[config.mk]
export PLATFORM = sky130hd
export DESIGN_NAME = alu_issue_stage
export DESIGN_NICKNAME = d
export VERILOG_FILES = /design/src/rtl/alu_issue_stage_pkg.sv /design/src/rtl/alu_issue_stage_fwd_mux.sv /design/src/rtl/alu_issue_stage.sv
export SDC_FILE = /design/constraint.sdc
export NUM_CORES = 1
export LEC_CHECK = 0
export ABC_AREA = 1
export ABC_CLOCK_PERIOD_IN_PS = 1800
export BUFFER_PORTS_ARGS = -buffer_cell sky130_fd_sc_hd__clkbuf_2
export CAP_MARGIN = 30
export CORE_MARGIN = 10
export CORE_UTILIZATION = 52
export CTS_CLUSTER_DIAMETER = 60
export DETAILED_ROUTE_END_ITERATION = 6
export PLACE_DENSITY = 0.82
export SLEW_MARGIN = 40
export SYNTH_ARGS = -nofsm -noshare
export SYNTH_HDL_FRONTEND = slang
export SYNTH_SLANG_ARGS = --single-unit
[constraint.sdc]
create_clock -name clk -period 1.8 [get_ports clk]
set_input_delay 0.18 -clock clk [delete_from_list [all_inputs] [get_ports clk]]
set_output_delay 0.18 -clock clk [all_outputs]
set_load 0.005 [all_outputs]
[src/rtl/alu_issue_stage_pkg.sv]
// Shared definitions for the ALU issue stage: ALU function codes,
// pipeline defaults and the operand forward-select encoding.
package alu_issue_stage_pkg;

    // ALU function code width and codes (must match the downstream alu)
    localparam int ALU_FUNCT_WIDTH = 4;

    typedef enum logic [ALU_FUNCT_WIDTH-1:0] {
        ALU_ADD  = 4'd0,
        ALU_SUB  = 4'd1,
        ALU_AND  = 4'd2,
        ALU_OR   = 4'd3,
        ALU_XOR  = 4'd4,
        ALU_SLL  = 4'd5,
        ALU_SRL  = 4'd6,
        ALU_SRA  = 4'd7,
        ALU_SLT  = 4'd8,
        ALU_SLTU = 4'd9
    } alu_funct_e;

    // Pipeline defaults
    localparam int REG_ADDR_W_DEFAULT = 5;

    // Forward-select encodings
    localparam logic [1:0] FWD_REG = 2'b00;
    localparam logic [1:0] FWD_MEM = 2'b01;
    localparam logic [1:0] FWD_WB  = 2'b10;

    // Priority resolution: MEM beats WB, register 0 is never forwarded
    function automatic logic [1:0] fwd_select(input logic rs_nonzero,
                                              input logic mem_hit,
                                              input logic wb_hit);
        logic [1:0] sel;
        if (rs_nonzero && mem_hit) begin
            sel = FWD_MEM;
        end else if (rs_nonzero && wb_hit) begin
            sel = FWD_WB;
        end else begin
            sel = FWD_REG;
        end
        return sel;
    endfunction

endpackage

[src/rtl/alu_issue_stage_fwd_mux.sv]
// Combinational forwarding mux for one source operand: picks the MEM
// result, the WB result or the fallback value by register-index match.
module fwd_mux
    import alu_issue_stage_pkg::*;
#(
    parameter int N  = 32,
    parameter int AW = 5
) (
    input  logic [AW-1:0] rs_addr_i,
    input  logic [N-1:0]  dflt_data_i,
    input  logic          mem_we_i,
    input  logic [AW-1:0] mem_rd_i,
    input  logic [N-1:0]  mem_data_i,
    input  logic          wb_we_i,
    input  logic [AW-1:0] wb_rd_i,
    input  logic [N-1:0]  wb_data_i,
    output logic [N-1:0]  data_o
);

    logic [1:0] sel_s;
    logic       mem_hit_s;
    logic       wb_hit_s;
    logic       rs_nonzero_s;

    // Match detection and priority select of the operand source
    always_comb begin
        rs_nonzero_s = (rs_addr_i != {AW{1'b0}});
        mem_hit_s    = mem_we_i && (mem_rd_i == rs_addr_i);
        wb_hit_s     = wb_we_i && (wb_rd_i == rs_addr_i);
        sel_s        = fwd_select(rs_nonzero_s, mem_hit_s, wb_hit_s);
        case (sel_s)
            FWD_MEM: data_o = mem_data_i;
            FWD_WB:  data_o = wb_data_i;
            default: data_o = dflt_data_i;
        endcase
    end

endmodule

[src/rtl/alu_issue_stage.sv]
// ID/EX pipeline register feeding the combinational alu. Captures decoded
// operands with MEM/WB forwarding, re-forwards while an entry is stalled,
// supports flush and counts stalled cycles (saturating).
module alu_issue_stage
    import alu_issue_stage_pkg::*;
#(
    parameter int N           = 32,
    parameter int REG_ADDR_W  = REG_ADDR_W_DEFAULT,
    parameter int STALL_CNT_W = 16
) (
    input  logic                       clk,
    input  logic                       rst_n,
    input  logic                       in_valid,
    output logic                       in_ready,
    input  logic [REG_ADDR_W-1:0]      in_rs1_addr,
    input  logic [REG_ADDR_W-1:0]      in_rs2_addr,
    input  logic [N-1:0]               in_rs1_data,
    input  logic [N-1:0]               in_rs2_data,
    input  logic [N-1:0]               in_imm,
    input  logic                       in_use_imm,
    input  logic [ALU_FUNCT_WIDTH-1:0] in_funct,
    input  logic [REG_ADDR_W-1:0]      in_rd_addr,
    input  logic                       in_rd_we,
    input  logic                       flush,
    input  logic                       mem_fwd_we,
    input  logic [REG_ADDR_W-1:0]      mem_fwd_rd,
    input  logic [N-1:0]               mem_fwd_data,
    input  logic                       wb_fwd_we,
    input  logic [REG_ADDR_W-1:0]      wb_fwd_rd,
    input  logic [N-1:0]               wb_fwd_data,
    output logic                       out_valid,
    input  logic                       out_ready,
    output logic [N-1:0]               alu_x,
    output logic [N-1:0]               alu_y,
    output logic [ALU_FUNCT_WIDTH-1:0] alu_funct,
    output logic [REG_ADDR_W-1:0]      out_rd_addr,
    output logic                       out_rd_we,
    output logic [STALL_CNT_W-1:0]     stall_cycles
);

    localparam logic [STALL_CNT_W-1:0] STALL_MAX = {STALL_CNT_W{1'b1}};
    localparam logic [STALL_CNT_W-1:0] STALL_ONE = {{(STALL_CNT_W-1){1'b0}}, 1'b1};

    logic                       valid_q,   valid_d;
    logic [N-1:0]               x_q,       x_d;
    logic [N-1:0]               y_q,       y_d;
    logic [ALU_FUNCT_WIDTH-1:0] funct_q,   funct_d;
    logic [REG_ADDR_W-1:0]      rd_q,      rd_d;
    logic                       rd_we_q,   rd_we_d;
    logic [REG_ADDR_W-1:0]      rs1_q,     rs1_d;
    logic [REG_ADDR_W-1:0]      rs2_q,     rs2_d;
    logic                       use_imm_q, use_imm_d;
    logic [STALL_CNT_W-1:0]     stall_q,   stall_d;

    logic [N-1:0] cap_x_s;
    logic [N-1:0] cap_y_s;
    logic [N-1:0] ref_x_s;
    logic [N-1:0] ref_y_s;
    logic         capture_s;
    logic         hold_s;

    // Capture-time forwarding of the incoming operands
    fwd_mux #(.N(N), .AW(REG_ADDR_W)) u_cap_rs1 (
        .rs_addr_i(in_rs1_addr), .dflt_data_i(in_rs1_data),
        .mem_we_i(mem_fwd_we), .mem_rd_i(mem_fwd_rd), .mem_data_i(mem_fwd_data),
        .wb_we_i(wb_fwd_we), .wb_rd_i(wb_fwd_rd), .wb_data_i(wb_fwd_data),
        .data_o(cap_x_s)
    );

    fwd_mux #(.N(N), .AW(REG_ADDR_W)) u_cap_rs2 (
        .rs_addr_i(in_rs2_addr), .dflt_data_i(in_rs2_data),
        .mem_we_i(mem_fwd_we), .mem_rd_i(mem_fwd_rd), .mem_data_i(mem_fwd_data),
        .wb_we_i(wb_fwd_we), .wb_rd_i(wb_fwd_rd), .wb_data_i(wb_fwd_data),
        .data_o(cap_y_s)
    );

    // Hold-time refresh of the stored operands (fallback keeps held value)
    fwd_mux #(.N(N), .AW(REG_ADDR_W)) u_ref_rs1 (
        .rs_addr_i(rs1_q), .dflt_data_i(x_q),
        .mem_we_i(mem_fwd_we), .mem_rd_i(mem_fwd_rd), .mem_data_i(mem_fwd_data),
        .wb_we_i(wb_fwd_we), .wb_rd_i(wb_fwd_rd), .wb_data_i(wb_fwd_data),
        .data_o(ref_x_s)
    );

    fwd_mux #(.N(N), .AW(REG_ADDR_W)) u_ref_rs2 (
        .rs_addr_i(rs2_q), .dflt_data_i(y_q),
        .mem_we_i(mem_fwd_we), .mem_rd_i(mem_fwd_rd), .mem_data_i(mem_fwd_data),
        .wb_we_i(wb_fwd_we), .wb_rd_i(wb_fwd_rd), .wb_data_i(wb_fwd_data),
        .data_o(ref_y_s)
    );

    // Handshake: accept whenever empty or the held entry leaves this cycle
    always_comb begin
        in_ready  = !valid_q || out_ready;
        capture_s = in_valid && in_ready && !flush;
        hold_s    = valid_q && !out_ready && !flush;
    end

    // Next-state for the pipeline entry: flush > capture > hold > drain
    always_comb begin
        valid_d   = valid_q;
        x_d       = x_q;
        y_d       = y_q;
        funct_d   = funct_q;
        rd_d      = rd_q;
        rd_we_d   = rd_we_q;
        rs1_d     = rs1_q;
        rs2_d     = rs2_q;
        use_imm_d = use_imm_q;
        if (flush) begin
            valid_d = 1'b0;
            rd_we_d = 1'b0;
        end else if (capture_s) begin
            valid_d   = 1'b1;
            x_d       = cap_x_s;
            y_d       = in_use_imm ? in_imm : cap_y_s;
            funct_d   = in_funct;
            rd_d      = in_rd_addr;
            rd_we_d   = in_rd_we;
            rs1_d     = in_rs1_addr;
            rs2_d     = in_use_imm ? {REG_ADDR_W{1'b0}} : in_rs2_addr;
            use_imm_d = in_use_imm;
        end else if (hold_s) begin
            x_d = ref_x_s;
            if (!use_imm_q) begin
                y_d = ref_y_s;
            end else begin
                y_d = y_q;
            end
        end else if (valid_q && out_ready) begin
            valid_d = 1'b0;
        end else begin
            valid_d = valid_q;
        end
    end

    // Saturating count of edges on which a valid entry was not consumed
    always_comb begin
        if (valid_q && !out_ready && (stall_q != STALL_MAX)) begin
            stall_d = stall_q + STALL_ONE;
        end else begin
            stall_d = stall_q;
        end
    end

    // State registers with asynchronous reset
    always_ff @(posedge clk or negedge rst_n) begin
        if (!rst_n) begin
            valid_q   <= 1'b0;
            x_q       <= {N{1'b0}};
            y_q       <= {N{1'b0}};
            funct_q   <= {ALU_FUNCT_WIDTH{1'b0}};
            rd_q      <= {REG_ADDR_W{1'b0}};
            rd_we_q   <= 1'b0;
            rs1_q     <= {REG_ADDR_W{1'b0}};
            rs2_q     <= {REG_ADDR_W{1'b0}};
            use_imm_q <= 1'b0;
            stall_q   <= {STALL_CNT_W{1'b0}};
        end else begin
            valid_q   <= valid_d;
            x_q       <= x_d;
            y_q       <= y_d;
            funct_q   <= funct_d;
            rd_q      <= rd_d;
            rd_we_q   <= rd_we_d;
            rs1_q     <= rs1_d;
            rs2_q     <= rs2_d;
            use_imm_q <= use_imm_d;
            stall_q   <= stall_d;
        end
    end

    // Outputs come straight from registers
    always_comb begin
        out_valid    = valid_q;
        alu_x        = x_q;
        alu_y        = y_q;
        alu_funct    = funct_q;
        out_rd_addr  = rd_q;
        out_rd_we    = rd_we_q;
        stall_cycles = stall_q;
    end

endmodule

# Word-level counts from Yosys, hierarchy flattened
# Cells that the tools add are included.
# totals
output_inout_bits,92
ff_bits,102
wordCells,95
# classes
n_eq_ne,19
n_reduce_logical,39
bitwise,1
mux,25
n_addsub,1
# op_table
cell,count
32-bit case mux with 2 select lines,4
32-bit two-way mux,6
5-bit equality test,8
1-bit logical AND,22
5-bit nonzero test,4
"16-bit by 1-bit adder with 16-bit output, second input constant",1
2-bit two-way mux,8
"16-bit inequality test, second input constant",1
3-bit nonzero test,3
"2-bit by 1-bit equality test with 1-bit output, second input constant",4
"2-bit equality test, second input constant",4
1-bit two-way mux,6
5-bit two-way mux,1
2-bit AND reduction,2
4-bit AND reduction,1
2-bit nonzero test,2
1-bit zero test,3
"3-bit inequality test, second input constant",1
3-bit AND reduction,1
"2-bit by 1-bit inequality test with 1-bit output, second input constant",1
1-bit logical OR,1
1-bit inverter,1

# Depth between registers and ports, before layout
# Gate-level depths: netlist of run 1.
# logic_depth
ltp_word,10
depth_mapped,14
ltp_nobuf,13

# Modules after synthesis
# Synthesis of run 1 repeated with hierarchy kept, for this count alone.
# unflattened
cells_unflattened,1485
area_unflattened_um2,9455.3
# modules_own_cells
module,area_each_um2,n_inst,cells_each,seq_area_each_um2
alu_issue_stage,5196.2,1,657,2552.4
fwd_mux,1064.8,4,207,0.0

# Worst setup path before layout of run 1
# OpenSTA, ideal clock, no wires.
# synth_path
path_kind,flip-flop to flip-flop
from,reg stall_q[0] (netlist: stall_cycles[0])
to,reg stall_q[13] (netlist: stall_cycles[13])
arrival_ns,1.494
slack_ns,0.189
t_required_ns,1.683
stages_incl_launch_ff,12
synth_period_minus_slack_ns,1.611
path_cell_list,dfrtp_1 ha_1 nand3_1 nor2_1 nand3_1 nand2_1 nor2_1 nand2_1 nor2_1 nand2_1 nand2_1 nand2_1
# synth_between
elab_chain_cells,2
elab_cells_between_ends,3
# synth_rtl
item,line_no,rtl
from (decl),alu_issue_stage.sv:53,"logic [STALL_CNT_W-1:0] stall_q, stall_d;"
from (signal assigned),alu_issue_stage.sv:158,stall_q <= {STALL_CNT_W{1'b0}};
from (signal assigned),alu_issue_stage.sv:169,stall_q <= stall_d;
branches (longest 2 deep; another with 16-bit by 1-bit adder with 16-bit output),n/a,
# Several ways; the timed one is not identified.
# A chain may end at the register's enable or synchronous reset.

# Final worst setup path of run 1
# layout_path
from,reg rs1_q[1]
to,reg x_q[15] (netlist: alu_x[15])
# layout_between
elab_chain_cells,9
elab_cells_between_ends,16
# layout_rtl
item,line_no,rtl
from (decl),alu_issue_stage.sv:50,"logic [REG_ADDR_W-1:0] rs1_q, rs1_d;"
from (signal assigned),alu_issue_stage.sv:155,rs1_q <= {REG_ADDR_W{1'b0}};
from (signal assigned),alu_issue_stage.sv:166,rs1_q <= rs1_d;
5-bit equality test,alu_issue_stage_fwd_mux.sv:29,wb_hit_s = wb_we_i && (wb_rd_i == rs_addr_i);
1-bit logical AND,alu_issue_stage_fwd_mux.sv:29,
1-bit logical AND,alu_issue_stage_pkg.sv:36,end else if (rs_nonzero && wb_hit) begin
2-bit two-way mux,alu_issue_stage_pkg.sv:36,
2-bit two-way mux (*),alu_issue_stage_pkg.sv:34,if (rs_nonzero && mem_hit) begin
2-bit equality test / 2-bit by 1-bit equality test with 1-bit output (equally long branches),alu_issue_stage_fwd_mux.sv:31,case (sel_s)
32-bit case mux with 2 select lines,alu_issue_stage_fwd_mux.sv:31,
32-bit two-way mux,alu_issue_stage.sv:123,end else if (hold_s) begin
32-bit two-way mux,alu_issue_stage.sv:113,end else if (capture_s) begin
to (signal assigned),alu_issue_stage.sv:150,x_q <= {N{1'b0}};
to (decl),alu_issue_stage.sv:45,"logic [N-1:0] x_q, x_d;"
# Mark *: on every way between the ends. The rest lies on a longest branch, timed or not. The select of a mux whose other input is x is not followed.

==> qor.csv, run 1 <==
metric,value,unit
die_h,150,um
max-slew-margin-rel,0.712,
die_area,22600,sq um
n_fill_cell,1440,
start_util,0.532,
clk_pin_slew,0.08,ns
p_leak,6.59,nW
netlist_top_cells_area,"dfrtp_1 (29%), nand3_1 (23%), nand2_1 (17%), inv_1 (7.1%), nor2_1 (5.3%)",
cts_tree,yes,
viasPerCell,5.73,
ys_seq_area_frac,0.288,
ys_seq_elements,102,
synth-simple-area-share,0.510,
dp.cells,1934,
skew,0.00789,ns
cts_buffers,9,
arrival,2.10,ns
synth_warnings,0,
port_buffers,289,
violations,negative setup slack,
syn_inst,1459,
synthAdderAreaFrac,0.00141,
syn2layout_area_growth,33.1,%
synth-edff-count,0,
clock.fmax,554,MHz
ios,290,
rsz0062_at_grt,true,
drc,0,
overflow,0,
final_util,0.708,
tightestPinTransition,0.432,ns
routed_wl,37.7,mm
drt-initial-drc-count,1330,
synth_top_area_frac,0.288,
power_density,752,nW/um^2
netlist.top_cell.by_area,dfrtp_1,
min_path_type,in -> reg,
path_max_fanout,12,
grt_pass1_vias,10600,
rows,47,
synth_top_family_by_area,simple AND/OR/NAND/NOR gates,
postSynthAreaPerCell,6.07,sq um
syn_nets,1658,
worst_setup_path_end_kind,flop,
stdcell_area,11800,sq um
setup_violations,1,
async_flop_share,1.00,
floorplan.die.width,150,um
synth_compound_area_frac,0.0483,
pre_cts_ws,-0.0404,ns
multi_input_area,5450,sq um
worstPathRequired,2.09,ns
grt_pass1_wl,55.1,mm
cts_root_buffer,clkbuf_16,
antenna_left,0,
synth_xor_area_frac,0.0188,
peakVddDrop,0.000590,V
syn_area,8850,sq um
fp.coreArea,16600,sq um
startpoint_type,flop,
antenna_found_initial,2,
placed_cell_area,10800,sq um
clkSinkCount,102,
synth_commonest_cells,"nand3_1 (405), nand2_1 (404), inv_1 (167)",
dp_hpwl,26.2,mm
synth_ff_type,dfrtp_1,
fin_crit_sh,1.00,
grt_max_degree,71,
wl_per_cell,19.1,um
nets,1942,
drv_cap,0,
fin_setup_tns,-0.00574,ns
gp_congestion,1.02,
insertion_delay,0.36,ns
finalMaxSlewViolations,0,
hold_viol,0,
dr.pass1.iters,6,
status,"complete, but fails checks",
cts_buffer_depth,2,
drive_above_1_share,0.302,
setup_ws,-0.00574,ns
grt_use_total,0.300,
crit_type,reg -> reg,
synth_mux_area_frac,0,
synth_cell_type_count,33,
via_count,11300,
synth.most_common_cell,nand3_1,
stdcell_count,1970,
final-seq-area,2550,sq um
post-route-min-period,1.81,ns
cts_max_level,3,
==> report_power, final <==
part	internal [mW]	total [mW]	leakage, nW	switching (mW)
logic	1.44	3.29	5.19	1.85
registers	2.91	3.41	1.25	0.494
clock network	1.11	2.15	0.150	1.04
==> cell families (layout without fill, tap and decap cells) <==
group	count (synthesis)	after routing
xor gates and xnor gates	19	19
AOI/OAI and AO/OA	62	62
adders and majority gates	1	1
buffers and inverters	274	563
and+or+nand+nor	1001	1001
other	0	2
DFF	102	102
==> worst paths after layout <==
path | slack, ns | endpoint | from | cells past startpoint
min in group asynchronous | 0.31 | alu_funct[2] | rst_n | 2
max | -0.006 | alu_x[15] | rs1_q[1] | 9
min reg2reg | 0.48 | alu_funct[2] | alu_funct[2] | 2
max reg2reg | -0.006 | alu_x[15] | rs1_q[1] | 9
max in group asynchronous | 0.90 | stall_cycles[13] | rst_n | 3
min | 0.008 | out_rd_addr[0] | in_rd_addr[0] | 3
==> stage by stage <==
stage,hold WS [ns],total power [mW]
floorplan,-0.116,4.84
global placement,0.134,6.37
detailed placement,0.141,6.45
CTS,0.00810,8.59
global route,0.0135,9.35
finish,0.00792,8.85
==> layout make-up <==
cell class | instances | share of cell area
Sequential cell | 102 | 0.217
Tap cell | 220 | 0.0234
Timing Repair inverter | 3 | 0.00223
Multi-Input combinational cell | 1083 | 0.462
Timing Repair Buffer | 362 | 0.209
Clock inverter | 7 | 0.00733
Antenna cell | 2 | 0.000425
Clock buffer | 9 | 0.0191
Inverter | 182 | 0.0597
==> registers in the layout (all words and copies together) (netlist names) <==
name,cells
alu_x,32
out_rd_we,1
out_rd_addr,5
use_imm_q,1
out_valid,1
stall_cycles,16
rs2_q,5
alu_y,32
alu_funct,4
rs1_q,5
==> placed cells by master, fill, tap and decap left out, drive strengths merged <==
cell         count
nand2          413
nand3          406
clkbuf         304
inv            187
nor2           137
dfrtp          102
buf             66
a21oi           41
nand3b          32
o21ai           19
xor2            12
xnor2            7
nor3             6
nand4            4
clkinv           3
diode            2
nor4             2
o211ai           2
or2              1
ha               1
clkinvlp         1
bufinv           1
dlygate4sd3      1
==> routing by layer <==
metal / share of wire / vias to the layer above / track usage
met5: 0 / - / 0
met4: 0.040 / 0 / 0.121
met3: 0.14 / 128 / 0.0660
met2: 0.46 / 836 / 0.482
met1: 0.36 / 5102 / 0.384
li1: - / 5225 / -
==> what timing repair did <==
item | in CTS | in global routing
hold endpoints to repair | 25 | 0
endpoints found under the setup margin | 33 | 66
gates cloned | 0 | 13
pin swaps | 0 | 16
hold buffers | 1 | 0
gates resized for setup | 4 | 110
setup buffers | 0 | 5
==> critical path, cell delays in order (launching register included) <==
cell and delay, ns:
dfrtp_2 0.46, or2_1 0.25, nor2_2 0.11, a21oi_1 0.10
nand2_2 0.18, nand3_4 0.12, nand2_8 0.18, buf_8 0.18
nand2_1 0.07, nand2_1 0.08
Note: power is estimated with default switching activity, not from simulation.
==> run 2: changes to the inputs <==
--- a/config.mk
+++ b/config.mk
@@ -10,10 +10,11 @@
 export BUFFER_PORTS_ARGS = -buffer_cell sky130_fd_sc_hd__clkbuf_2
 export CAP_MARGIN = 30
 export CORE_MARGIN = 10
-export CORE_UTILIZATION = 52
+export CORE_UTILIZATION = 53
+export CTS_BUF_LIST = sky130_fd_sc_hd__clkbuf_8
 export CTS_CLUSTER_DIAMETER = 60
 export DETAILED_ROUTE_END_ITERATION = 6
-export PLACE_DENSITY = 0.82
+export PLACE_DENSITY = 0.83
 export SLEW_MARGIN = 40
 export SYNTH_ARGS = -nofsm -noshare
 export SYNTH_HDL_FRONTEND = slang
==> run 2 against run 1 <==
- the flow finishes with violations (design-rule violations, negative setup slack)
- routed wire length fell by 2.1%
- sequential share of layout area increased by 0.078 points
- core utilization rose by 0.50 points
- die area shrank 1.6%
- first-iteration DRC count grew 3.2%
- final cell count up 0.15%
- combinational power barely moved
- clock power fell by 27%
- register-to-register slack about the same
- worst hold slack improved by 0.017 ns
- fmax shrank 0.39%
- largest cell class unchanged
==> qor.csv, run 2 (same netlist as run 1, synthesis figures left out) <==
metric,value,unit
fp.coreArea,16500,sq um
overflow,0,
hold_viol,0,
ios,290,
fin_hold_ws,0.0254,ns
clkSinkCount,102,
final_util,0.713,
path_max_fanout,18,
placed_cell_area,10800,sq um
dr.pass1.iters,7,
fin_crit_sh,1.01,
rsz0062_at_grt,true,
via_count,11200,
status,"complete, but fails checks",
grt_max_degree,71,
crit_type,reg -> reg,
setup_violations,2,
mostFrequentLayoutCell,nand3_1,
grt_use_total,0.302,
grt_pass1_vias,10500,
stdcell_area,11700,sq um
drt-initial-drc-count,1373,
nets,1946,
drc,4,
viasPerCell,5.68,
p_leak,6.53,nW
dp_hpwl,25.4,mm
floorplan.die.width,149,um
layout_common_cells,"nand3_1 (377), nand2_1 (372), clkbuf_2 (288), inv_1 (153), nor2_1 (116)",
cts_root_buffer,clkbuf_8,
start_util,0.538,
setup_ws,-0.0128,ns
clock.fmax,552,MHz
insertion_delay,0.40,ns
violations,"design-rule violations, negative setup slack",
power,8.21,mW
arrival,2.16,ns
die_h,149,um
startpoint_type,flop,
grt_pass1_wl,54.8,mm
cts_buffers,9,
syn2layout_area_growth,32.6,%
rows,47,
clk_pin_slew,0.13,ns
worst_setup_path_end_kind,flop,
peakVddDrop,0.000489,V
post-route-min-period,1.81,ns
worstPathRequired,2.15,ns
fin_setup_tns,-0.0130,ns
min_path_type,in -> reg,
wl_per_cell,18.7,um
antenna_left,0,
antenna_found_initial,1,
gp_congestion,1.01,
power_density,699,nW/um^2
drive_above_1_share,0.303,
skew,0.0150,ns
drv_cap,0,
cts_tree,yes,
n_fill_cell,1426,
tightestPinTransition,0.404,ns
r2r_slack,-0.01,ns
max-slew-margin-rel,0.728,
die_area,22300,sq um
routed_wl,36.9,mm
port_buffers,289,
cts_buffer_depth,2,
finalMaxSlewViolations,0,
cts_max_level,3,
## run 2: area by class of cell
| type | count | area [sq um] | share of cell area |
|---|---|---|---|
| multi-input combinational | 1083 | 5460 | 0.465 |
| sequential | 102 | 2550 | 0.218 |
| timing repair buffer | 368 | 2540 | 0.216 |
| inverter | 182 | 701 | 0.0597 |
| tap | 220 | 275 | 0.0234 |
| clock buffer | 9 | 124 | 0.0106 |
| clock inverter | 7 | 73.8 | 0.00629 |
| timing repair inverter | 1 | 8.76 | 0.000746 |
| antenna | 1 | 2.50 | 0.000213 |
## run 2: timing repair
action                     4_1_cts  5_1_grt
pin swaps                        0       26
setup endpoints to repair       32       71
resized for setup                2      120
hold endpoints to repair       111        0
cloned                           0       11
hold buffers                    10        0
buffers inserted                 0        1
## run 2: worst paths after layout
path                                   endpoint       from  cells past startpoint
worst max-delay path                  alu_x[14]   rs1_q[1]                      9
worst min-delay path                  out_rd_we   in_rd_we                      3
worst max register to register        alu_x[14]   rs1_q[1]                      9
worst min register to register        alu_x[22]  alu_x[22]                      2
max in group asynchronous              rs1_q[1]      rst_n                      3
min in group asynchronous       stall_cycles[1]      rst_n                      2
## run 2: stage by stage
step	worst slack, ns	cells
global placement	-0.0473	1934
finish	-0.0128	1973
CTS	0.00682	1960
detailed placement	-0.0509	1934
global route	-0.0861	1973
floorplan	0.189	1459
## run 2: layer usage
| metal | up-vias | track usage | routed length, um |
|---|---|---|---|
| met1 | 5005 | 0.378 | 13800 |
| met2 | 826 | 0.474 | 16900 |
| met4 | 0 | 0.147 | 1570 |
| li1 | 5238 | - | - |
| met5 | - | 0 | 0 |
| met3 | 129 | 0.0804 | 4630 |
## run 2: report_power, final
| part | internal, mW | switching [mW] | total, mW |
|---|---|---|---|
| Combinational | 1.44 | 1.86 | 3.29 |
| Clock | 0.554 | 1.01 | 1.56 |
| Sequential | 2.91 | 0.447 | 3.36 |
| Total | 4.90 | 3.31 | 8.21 |
## run 2: worst max-delay path, stage by stage (launching register included)
cell     delay [ns]
dfrtp_2        0.47
or2_1          0.23
nor2_2         0.15
a21oi_2        0.08
nand2_2        0.18
nand3_2        0.11
nand2_4        0.12
buf_6          0.22
nand2_1        0.11
nand2_1        0.09
==> run 3: changes to the inputs <==
--- a/config.mk
+++ b/config.mk
@@ -5,16 +5,16 @@
 export SDC_FILE = /design/constraint.sdc
 export NUM_CORES = 1
 export LEC_CHECK = 0
-export ABC_AREA = 1
+export ABC_AREA = 0
 export ABC_CLOCK_PERIOD_IN_PS = 1800
 export BUFFER_PORTS_ARGS = -buffer_cell sky130_fd_sc_hd__clkbuf_2
 export CAP_MARGIN = 30
 export CORE_MARGIN = 10
-export CORE_UTILIZATION = 53
+export CORE_UTILIZATION = 51
 export CTS_BUF_LIST = sky130_fd_sc_hd__clkbuf_8
 export CTS_CLUSTER_DIAMETER = 60
 export DETAILED_ROUTE_END_ITERATION = 6
-export PLACE_DENSITY = 0.83
+export PLACE_DENSITY = 0.84
 export SLEW_MARGIN = 40
 export SYNTH_ARGS = -nofsm -noshare
 export SYNTH_HDL_FRONTEND = slang
==> run 3 against run 2 <==
- setup slack got worse by 0.40 ns
- final cell count shrank 33%
- the flow finishes with violations (negative setup slack)
- largest power group unchanged
- combinational power down 5%
- cell area down 9.4%
==> qor.csv, run 3 <==
metric,value,unit
drive_above_1_share,0.436,
crit_start,rs2_q[1],
ys_seq_area_frac,0.355,
routed_wl,30.9,mm
hp-start,in_valid,
wl_per_cell,23.3,um
cts_buffers,9,
die_area,19300,sq um
setup_ws,-0.418,ns
async_flop_share,1.00,
grt_use_total,0.298,
min_path_type,in -> reg,
finalMaxSlewViolations,0,
via_count,8447,
dr.pass1.iters,6,
rr_startpoint,rs2_q[1],
synth-edff-count,0,
skew,0.0149,ns
fin_crit_sh,1.23,
cts_max_level,3,
worstPathRequired,2.07,ns
floorplan.die.width,139,um
start_util,0.520,
nets,1337,
syn_inst,795,
setup_violations,64,
netlist_top_cells_area,"dfrtp_1 (35%), mux2i_1 (8.9%), a21oi_1 (6.8%), o21ai_0 (4.9%), o221a_1 (4.7%)",
cts_buffer_depth,2,
clock.fmax,451,MHz
syn2layout_area_growth,47.8,%
gp_congestion,0.946,
synth_top_area_frac,0.355,
rows,43,
tightestPinTransition,0.547,ns
pre_cts_ws,-0.461,ns
startpoint_type,flop,
cts_tree,yes,
drv_cap,0,
grt_pass1_wl,47.4,mm
violations,negative setup slack,
power_density,744,nW/um^2
ios,290,
rsz0062_at_grt,true,
path_max_fanout,20,
drc,0,
status,"complete, but fails checks",
ys_seq_elements,102,
drt-initial-drc-count,879,
post-route-min-period,2.22,ns
viasPerCell,6.38,
grt_pass1_vias,8644,
worst_setup_path_end_kind,flop,
insertion_delay,0.40,ns
stdcell_count,1323,
synth_cell_type_count,42,
max-slew-margin-rel,0.635,
clkSinkCount,102,
crit_type,reg -> reg,
syn_nets,994,
n_fill_cell,952,
overflow,0,
synth_commonest_cells,"dfrtp_1 (102), a21oi_1 (98), o21ai_0 (71)",
clk_pin_slew,0.11,ns
dp_hpwl,21.6,mm
stdcell_area,10600,sq um
postSynthAreaPerCell,9.05,sq um
synth_warnings,0,
antenna_found_initial,1,
die_h,139,um
peakVddDrop,0.000518,V
port_buffers,289,
grt_max_degree,39,
hold_viol,0,
syn_area,7190,sq um
dp.cells,1275,
fp.coreArea,13800,sq um
antenna_left,0,
synth.most_common_cell,dfrtp_1,
cts_root_buffer,clkbuf_8,
final-seq-area,2550,sq um
multi_input_area,4660,sq um
synth_ff_type,dfrtp_1,
placed_cell_area,9510,sq um
fin_setup_tns,-22.07,ns
p_leak,4.70,nW
mostFrequentLayoutCell,clkbuf_2,
netlist.top_cell.by_area,dfrtp_1,
layout_common_cells,"clkbuf_2 (288), dfrtp_1 (100), a21oi_1 (90), nand2_1 (67), buf_4 (67)",
arrival,2.49,ns
[run 3: cell types whose count changed after synthesis, sizes merged, moves of 33 or more]
cell,before,now
o21ai,19,72
inv,180,9
a21oi,41,98
nor2,137,12
nand2,413,67
nand3,406,36
mux2i,0,64
o31a,0,33
nand2b,0,36
[run 3: what timing repair did]
item,CTS,global route
endpoints found under the hold margin,45,0
resized for setup,78,49
pin swaps,35,20
endpoints found under the setup margin,75,74
hold buffers,11,0
buffers inserted,11,1
cloned,11,1
[run 3: final timing paths]
kind / to / cells past startpoint / slack (ns)
max reg2reg: alu_y[11] / 7 / -0.42
min reg2reg: out_rd_addr[0] / 2 / 0.48
min in group asynchronous: out_rd_addr[4] / 2 / 0.30
max in group asynchronous: stall_cycles[8] / 3 / 0.83
min: out_valid / 3 / 0.04
max: alu_y[11] / 7 / -0.42
[run 3: routing by layer]
| layer | track usage | share of wire |
|---|---|---|
| met5 | 0 | 0 |
| met4 | 0.123 | 0.042 |
| met3 | 0.0805 | 0.11 |
| met2 | 0.501 | 0.48 |
| met1 | 0.352 | 0.37 |
[run 3: metrics by stage]
step | utilization | hold slack [ns] | total power, mW
floorplan | - | -0.116 | 4.52
global placement | 0.688 | 0.191 | 5.96
detailed placement | 0.688 | 0.194 | 6.05
CTS | 0.760 | 0.0147 | 7.81
global route | 0.769 | 0.0495 | 8.31
finish | 0.769 | 0.0414 | 7.91
[run 3: cell families after synthesis]
kind of cell	synth area share
fa+ha+maj	0.00174
compound gates	0.301
buf+inv	0.0574
simple gates	0.132
flops	0.355
xor+xnor	0.0633
mux	0.0906
[run 3: power breakdown]
group          total [mW]  internal (mW)  switching, mW
registers            3.27           2.86          0.408
clock network        1.52          0.634          0.882
logic                3.12           1.69           1.44
total                7.91           5.18           2.73
[run 3: cell type report]
class                   count  area share
diodes                      1    0.000235
clock buffers               9      0.0116
clock inverters             6     0.00612
inverters                   9     0.00318
multi-input cells         604       0.438
flip-flops and latches    102       0.240
well taps                 180      0.0212
repair buffers            412       0.280
[run 3: worst max-delay path, stage by stage (launching register included)]
cell	delay (ns)
dfrtp_2	0.47
xnor2_2	0.16
nand4_1	0.11
or4_4	0.43
nand2b_4	0.18
buf_12	0.16
o221a_1	0.24
o32a_1	0.34
